File: config.mk
export PLATFORM = sky130hd
export DESIGN_NAME = extend_lane_arbiter
export DESIGN_NICKNAME = d
export VERILOG_FILES = /design/src/rtl/replacer_pkg.sv /design/src/rtl/extend_lane_arbiter.sv
export SDC_FILE = /design/constraint.sdc
export NUM_CORES = 1
export LEC_CHECK = 0
export BUFFER_PORTS_ARGS = -buffer_cell sky130_fd_sc_hd__buf_2
export CAP_MARGIN = 15
export CORE_MARGIN = 5
export CORE_UTILIZATION = 28
export CTS_BUF_LIST = sky130_fd_sc_hd__clkbuf_8
export DETAILED_ROUTE_END_ITERATION = 10
export PLACE_DENSITY = 0.56
export SKIP_CTS_REPAIR_TIMING = 1
export SLEW_MARGIN = 10
export SYNTH_ARGS = -nofsm -noshare
export SYNTH_HDL_FRONTEND = slang
export SYNTH_SLANG_ARGS = --single-unit
File: constraint.sdc
create_clock -name clk -period 6.45 [get_ports clk]
set_input_delay 0.645 -clock clk [delete_from_list [all_inputs] [get_ports clk]]
set_output_delay 0.645 -clock clk [all_outputs]
set_load 0.005 [all_outputs]
File: src/rtl/replacer_pkg.sv
// Shared types and helpers for the replacer expansion path: arbiter state
// encoding, default data width and the round-robin lane search.
package replacer_pkg;

    localparam int DEF_DW    = 8;
    localparam int MAX_LANES = 8;

    typedef enum logic [1:0] {
        IDLE  = 2'd0,
        GRANT = 2'd1,
        DRAIN = 2'd2
    } arb_state_t;

    // First requesting lane strictly after 'last' in circular order; returns
    // 'last' itself when nothing is requesting. Scanning from the far end lets
    // the nearest requester overwrite the farther ones.
    function automatic logic [2:0] rr_next(input logic [MAX_LANES-1:0] req,
                                           input logic [2:0]           last,
                                           input int                   lanes);
        logic [2:0] sel;
        int         idx;
        sel = last;
        for (int i = MAX_LANES; i >= 1; i--) begin
            if (i <= lanes) begin
                idx = (int'(last) + i) % lanes;
                if (req[idx]) sel = 3'(idx);
            end
        end
        return sel;
    endfunction

endpackage

File: src/rtl/extend_lane_arbiter.sv
// Round-robin packet arbiter sharing one output FIFO between replacer lanes.
// Valid/ready: a lane may write only while its lane_afull is low, plus DRAIN cycles of slack.
module extend_lane_arbiter #(
    parameter int LANES = 4,
    parameter int DW    = replacer_pkg::DEF_DW,
    parameter int DRAIN = 2
) (
    input  logic                     clk,
    input  logic                     clk_en,
    input  logic                     rst,
    input  logic [LANES-1:0]         lane_req,
    input  logic [LANES*DW-1:0]      lane_data,
    input  logic [LANES-1:0]         lane_wr,
    input  logic [LANES-1:0]         lane_last,
    output logic [LANES-1:0]         lane_afull,
    input  logic                     out_afull,
    output logic [DW-1:0]            data_out,
    output logic                     data_wr,
    output logic                     last_out,
    output logic [$clog2(LANES)-1:0] grant_id,
    output logic                     err,
    output logic [1:0]               state
);

    localparam int GW = $clog2(LANES);

    replacer_pkg::arb_state_t st;
    logic [2:0]                       drain_cnt;
    logic [replacer_pkg::MAX_LANES-1:0] req_ext;
    logic [2:0]                       last_ext;
    logic [2:0]                       next_id;
    logic [LANES-1:0]                 own;
    logic                             active;
    logic                             g_wr;
    logic                             g_last;
    logic [DW-1:0]                    g_data;
    logic                             stray;
    logic                             bad_last;
    logic                             accept;

    assign state = st;

    always_comb begin
        req_ext                = '0;
        req_ext[LANES-1:0]     = lane_req;
        last_ext               = '0;
        last_ext[GW-1:0]       = grant_id;
        next_id                = replacer_pkg::rr_next(req_ext, last_ext, LANES);
    end

    always_comb begin
        own           = '0;
        own[grant_id] = 1'b1;
        active        = (st == replacer_pkg::GRANT) || (st == replacer_pkg::DRAIN);
        g_wr          = lane_wr[grant_id];
        g_last        = lane_last[grant_id];
        g_data        = lane_data[grant_id*DW +: DW];
        // Outside a grant every write is stray; inside, only the owner may write.
        stray         = active ? |(lane_wr & ~own) : |lane_wr;
        bad_last      = (st == replacer_pkg::DRAIN) && g_wr && g_last;
        accept        = active && g_wr && !bad_last;
    end

    always_comb begin
        lane_afull = '1;
        if (st == replacer_pkg::GRANT) lane_afull[grant_id] = out_afull;
    end

    always_ff @(posedge clk) begin
        if (rst) begin
            st        <= replacer_pkg::IDLE;
            grant_id  <= GW'(LANES - 1);
            drain_cnt <= '0;
            data_out  <= '0;
            data_wr   <= 1'b0;
            last_out  <= 1'b0;
            err       <= 1'b0;
        end else if (!clk_en) begin
            data_wr  <= 1'b0;
            last_out <= 1'b0;
        end else begin
            data_wr  <= 1'b0;
            last_out <= 1'b0;
            if (accept) begin
                data_out <= g_data;
                data_wr  <= 1'b1;
                last_out <= g_last;
            end
            if (stray || bad_last) err <= 1'b1;

            case (st)
                replacer_pkg::IDLE: begin
                    if (|lane_req) begin
                        grant_id <= next_id[GW-1:0];
                        st       <= replacer_pkg::GRANT;
                    end
                end
                replacer_pkg::GRANT: begin
                    if (g_wr && g_last) begin
                        drain_cnt <= 3'(DRAIN);
                        st        <= replacer_pkg::DRAIN;
                    end
                end
                replacer_pkg::DRAIN: begin
                    if (drain_cnt == 3'd1) st <= replacer_pkg::IDLE;
                    else drain_cnt <= drain_cnt - 3'd1;
                end
                default: st <= replacer_pkg::IDLE;
            endcase
        end
    end

endmodule
======== Word level (Yosys, flattened, before mapping) ========
Cells that the tools add are included.
storage, ports and cells
  register bits after elaboration ......... 18
  bits of input ports ..................... 48
  output and inout port bits .............. 19
  word-level logic and storage cells ...... 93
cells by class
  add/sub/neg operators ................... 5
  magnitude comparators ................... 6
  eq/ne operators ......................... 7
  shifts and indexed selects .............. 1
  muxes and demuxes ....................... 32
  bitwise gates (word level) .............. 9
  reduce and logical (&&, ||, !) cells .... 26
operators by type and width
  kind                   count
  $shiftx A32 B6 Y8      1
  $lt A3 B5 Y1 const B   4
  $mux W2                7
  $mux W1                13
  $bmux W1 S3            4
  $reduce_and A4 Y1      3
  $reduce_or A4 Y1       3
  $reduce_or A2 Y1       5
  $logic_and A1 B1 Y1    6
  $mux W3                2
  $pmux W2 S3            1
  $pmux W3 S2            1
  $add A2 B1 Y2 const B  2
  $add A2 B2 Y2 const B  2
  $and A1 B1 Y1 const A  4
  $and A4 B4 Y4          1
  $bmux W1 S2            2
  $mux W4                1
  $ne A2 B1 Y1 const B   2
  $ne A2 B2 Y1 const B   2
  $not A4 Y4             1
  $or A4 B4 Y4           1
  $reduce_and A2 Y1      2
  $reduce_bool A4 Y1     1
  other kinds (13)       15

======== Depth between registers and ports, before layout ========
  depth in word-level cells ............... 10
  mapped depth ............................ 9
  mapped depth without buffers ............ 7

======== Least setup slack after synthesis ========
Ideal clock, no wire load.
  path type ............................... register to register
  start ................................... register grant_id[0]
  end ..................................... register grant_id[0]
  setup time .............................. 0.127 ns
  arrival ................................. 2.304 ns
  required time ........................... 6.323 ns
  slack ................................... 4.019 ns
  cell stages (with the launch flop) ...... 9
  path buffers ............................ 2
  period minus slack after synthesis ...... 2.431 ns
  cell sequence ........................... dfxtp_1 > buf_6 > clkbuf_1 > inv_1 > ha_1 > mux4_1 > nor2b_1 > nor3_1 > or3b_1
between the ends
  word-level cells in the longest chain between the ends .. 9
  elaborated cells between the ends (all ways) .. 30
  classes of those cells .................. 4 x add/sub; 16 x mux; 4 x bitwise; 6 x reduce/logical
ends and longest elaborated chain
  element                                      RTL line                   text
  start: declaration                           extend_lane_arbiter.sv:20  output logic [$clog2(LANES)-1:0] grant_id,
  start signal: assignment                     extend_lane_arbiter.sv:72  grant_id <= GW'(LANES - 1);
  start signal: assignment                     extend_lane_arbiter.sv:94  grant_id <= next_id[GW-1:0];
  $add A2 B2 Y2                                replacer_pkg.sv:25         idx = (int'(last) + i) % lanes;
  $reduce_or A2 Y1 (no source line)            n/a
  $and A1 B1 Y1 (no source line)               n/a
  $bmux W1 S3                                  replacer_pkg.sv:26         if (req[idx]) sel = 3'(idx);
  $mux W1 (not written as such) (2 in series)  replacer_pkg.sv:26
  $mux W2 (3 in series)                        replacer_pkg.sv:26
Several ways; a longest one is shown, not always the timed one. The select of a mux whose other input is x is not followed.
A chain may end at the register's enable or synchronous reset.

======== Worst setup path in the final report ========
  start ................................... register grant_id[0]
  end ..................................... register data_out[3]
between the ends
  word-level cells in the longest chain between the ends .. 7
  elaborated cells between the ends (all ways) .. 11
  classes of those cells .................. 1 x shift; 4 x mux; 6 x reduce/logical
ends and longest elaborated chain
  element                             RTL line                   text
  $bmux W1 S2                         extend_lane_arbiter.sv:55  g_wr = lane_wr[grant_id];
  $mux W1 (not written as such)       extend_lane_arbiter.sv:55
  $logic_and A1 B1 Y1 (2 in series)   extend_lane_arbiter.sv:60  bad_last = (st == replacer_pkg::DRAIN) && g_wr && g_last;
  $logic_not A1 Y1                    extend_lane_arbiter.sv:61  accept = active && g_wr && !bad_last;
  $logic_and A1 B1 Y1                 extend_lane_arbiter.sv:61
  $reduce_and A2 Y1 (no source line)  n/a
  end signal: assignment              extend_lane_arbiter.sv:85  data_out <= g_data;
  end: declaration                    extend_lane_arbiter.sv:17  output logic [DW-1:0] data_out,
Several ways; a longest one is shown, not always the timed one. The select of a mux whose other input is x is not followed.

==> run summary <==
Status: finished, final reports clean
Post-route core utilization: 37.3%
Core area: 4690 µm²
Via count: 1,217
Clock skew: 3.45 ps
Kind of critical path: flop to flop
Multiplexer share of the synthesized area: 29.6%
Worst slew pin tran: 1040 ps
Avg Inst Size Synth: 9.90 µm²
Compound-Gate Fraction of Synth Area: 10.3%
Initial antenna violation count: 0
Initial DRT Pass Iterations: 4
Slowest-stage cell, CP: dfxtp_1
Worst hold-check path type: flop to flop
Post-synth cell types: 40
# diodes: 0
Top delay family on crit path: flip-flops
Die footprint: 6250 µm²
Largest family of logic cells by synthesized area: multiplexers
Seq cells post-synth: 18
Synthesized net count: 193
Initial DRC Count: 59
DRT antenna net count: 0
Largest net degree at the start of global routing: 23
Xor and xnor area share after synthesis: 0.655%
Final setup viols: 0
Main flop type after synthesis: dfxtp_1
Mapped Area: 1340 µm²
CTS tree: yes
Via/cell ratio: 4.85
Fill count: 504
H-Tree Depth: 1
Tot Pwr: 0.359 mW
Fraction of registers with async set or reset after synthesis: 0%
Peak VDD IR: 0.0669 mV
Commonest non-fill, non-tap cell in the layout: buf_2
Yosys warning count: 0
EDFF count, synth: 0
Max Root-Sink Buffers: 2
Global Route Usage Sum: 11.0%
Worst setup SP type: flop
Final TNS setup: 0 ps
Initial Util: 28.5%
Cell Pwr Density: 205 nW/µm²
Final Cycle Share: 42.4%
Fmax: 366 MHz
Die height: 79.1 µm
Post-synthesis simple-gate area fraction: 17.1%
Req. time, crit path: 6580 ps
Total CTS buffers: 3
Chip width: 79.1 µm
Routed len/inst: 14.0 µm
Critical path arrival: 2870 ps
Fin nets: 256
DRT Wirelength: 3.52 mm
GRT overflow: 0
Gpl congestion: 0.865
LEAKAGE: 0.865 nW
Worst skew pair latency: 250 ps
# IOs: 67
DRC: 0
CP max stage delay: 1010 ps
Crit. End Element: flop
Maxcap violations: 0
Seq/Total Area, Yosys: 27.0%
Final Max Tran Viols: 0
CTS root buf: clkbuf_8
CP cell instances: mux4_2 -> nand2_1 -> nand4_1 -> mux2i_1 -> nor2_1
Slew margin rel.: 30.6%
Most frequent cells in the layout: buf_2, dfxtp_1, nor2_1, nand2_1
Adder-Cell Fraction of Synth Area: 9.36%
Clock transition at path regs: 70 ps
RSZ-0062 raised after global routing: false
CTS Sinks: 18
Final Hold Vio Count: 0
Vias in the first global route: 1,151
Syn Inst Count: 135
Port Buffers: 66
Global-route wire length before repair: 5.50 mm
Crit path max fanout: 22
Share of layout cells above drive strength 1: 40.6%
Hold_ws: 484 ps
FP Rows: 25
DP HPWL: 2.83 mm
Layout area overhead: 31.0%
Crit path buffers/inverters: 0
Final period demand of the worst path: 2730 ps
## per-stage QoR
stage	instance area (µm²)	setup WS [ps]	std cells
finish	1750	3720	251
global route	1750	3390	251
CTS	1750	3660	251
detailed placement	1700	3680	247
global placement	1700	3720	247
floorplan	1340	4020	135
## report_power, final
group | internal [mW] | switching [mW]
logic | 0.0739 | 0.0529
clock network | 0.0542 | 0.0380
registers | 0.121 | 0.0193
total | 0.249 | 0.110
## registers in the layout (all words and copies together), names as in the netlist
register,flops
grant_id,2
drain_cnt,3
data_out,8
last_out,1
err,1
state,2
data_wr,1
## metal layers
| layer | up-vias | wire, µm | global-route usage (%) |
|---|---|---|---|
| met5 | - | 0 | 0 |
| met4 | 0 | 17 | 3.95 |
| met3 | 2 | 194 | 1.93 |
| met2 | 35 | 1710 | 17.5 |
| met1 | 561 | 1600 | 14.9 |
| li1 | 619 | - | - |
## synthesized netlist by cell type (all sizes together) (2+ instances only)
master	count	area share, %
nand3b	2	1.1
nand2	12	3.4
and2	2	1.1
mux4	12	21
dfxtp	18	27
a21oi	3	1.1
clkbuf	5	1.4
nor2b	2	0.94
nand2b	3	1.4
nor3	4	1.5
o211ai	2	1.1
mux2i	11	8.2
buf	3	1.5
o21ai	2	0.75
nor2	13	3.7
ha	10	9.4
inv	11	3.1
o22ai	2	0.94
## cell type report
class	instances	area [µm²]	area share (%)
multi-input combinational	98	896	51.2
inverter	11	41.3	2.36
timing repair buffer	66	330	18.9
sequential	18	360	20.6
tap	54	67.6	3.86
clock buffer	4	55.1	3.15
## worst reg2reg max path, delay by kind of cell (launching register included)
kind             cells  cell delay, ps
multiplexers         2             970
AND/OR/NAND/NOR      3             630
flip-flops           1            1010
## path summary, 6_finish.rpt
check,end,start,slack [ps],depth (start not counted)
setup / recovery,data_out[3]$_SDFFE_PP0P_,grant_id[0]$_SDFFE_PP1P_,3720,5
hold / removal,drain_cnt[0]$_SDFFE_PP0P_,drain_cnt[0]$_SDFFE_PP0P_,480,2
setup reg to reg,data_out[3]$_SDFFE_PP0P_,grant_id[0]$_SDFFE_PP1P_,3720,5
hold reg to reg,drain_cnt[0]$_SDFFE_PP0P_,drain_cnt[0]$_SDFFE_PP0P_,480,2
## cell families after synthesis
logic type,count (synthesis)
buffers and inverters,19
multiplexers,23
flip-flops,18
AND/OR/NAND/NOR,45
XOR/XNOR,1
adder cells (fa/ha/maj),10
AO/OA/AOI/OAI,19
No activity file was read; power rests on OpenSTA's default activity.
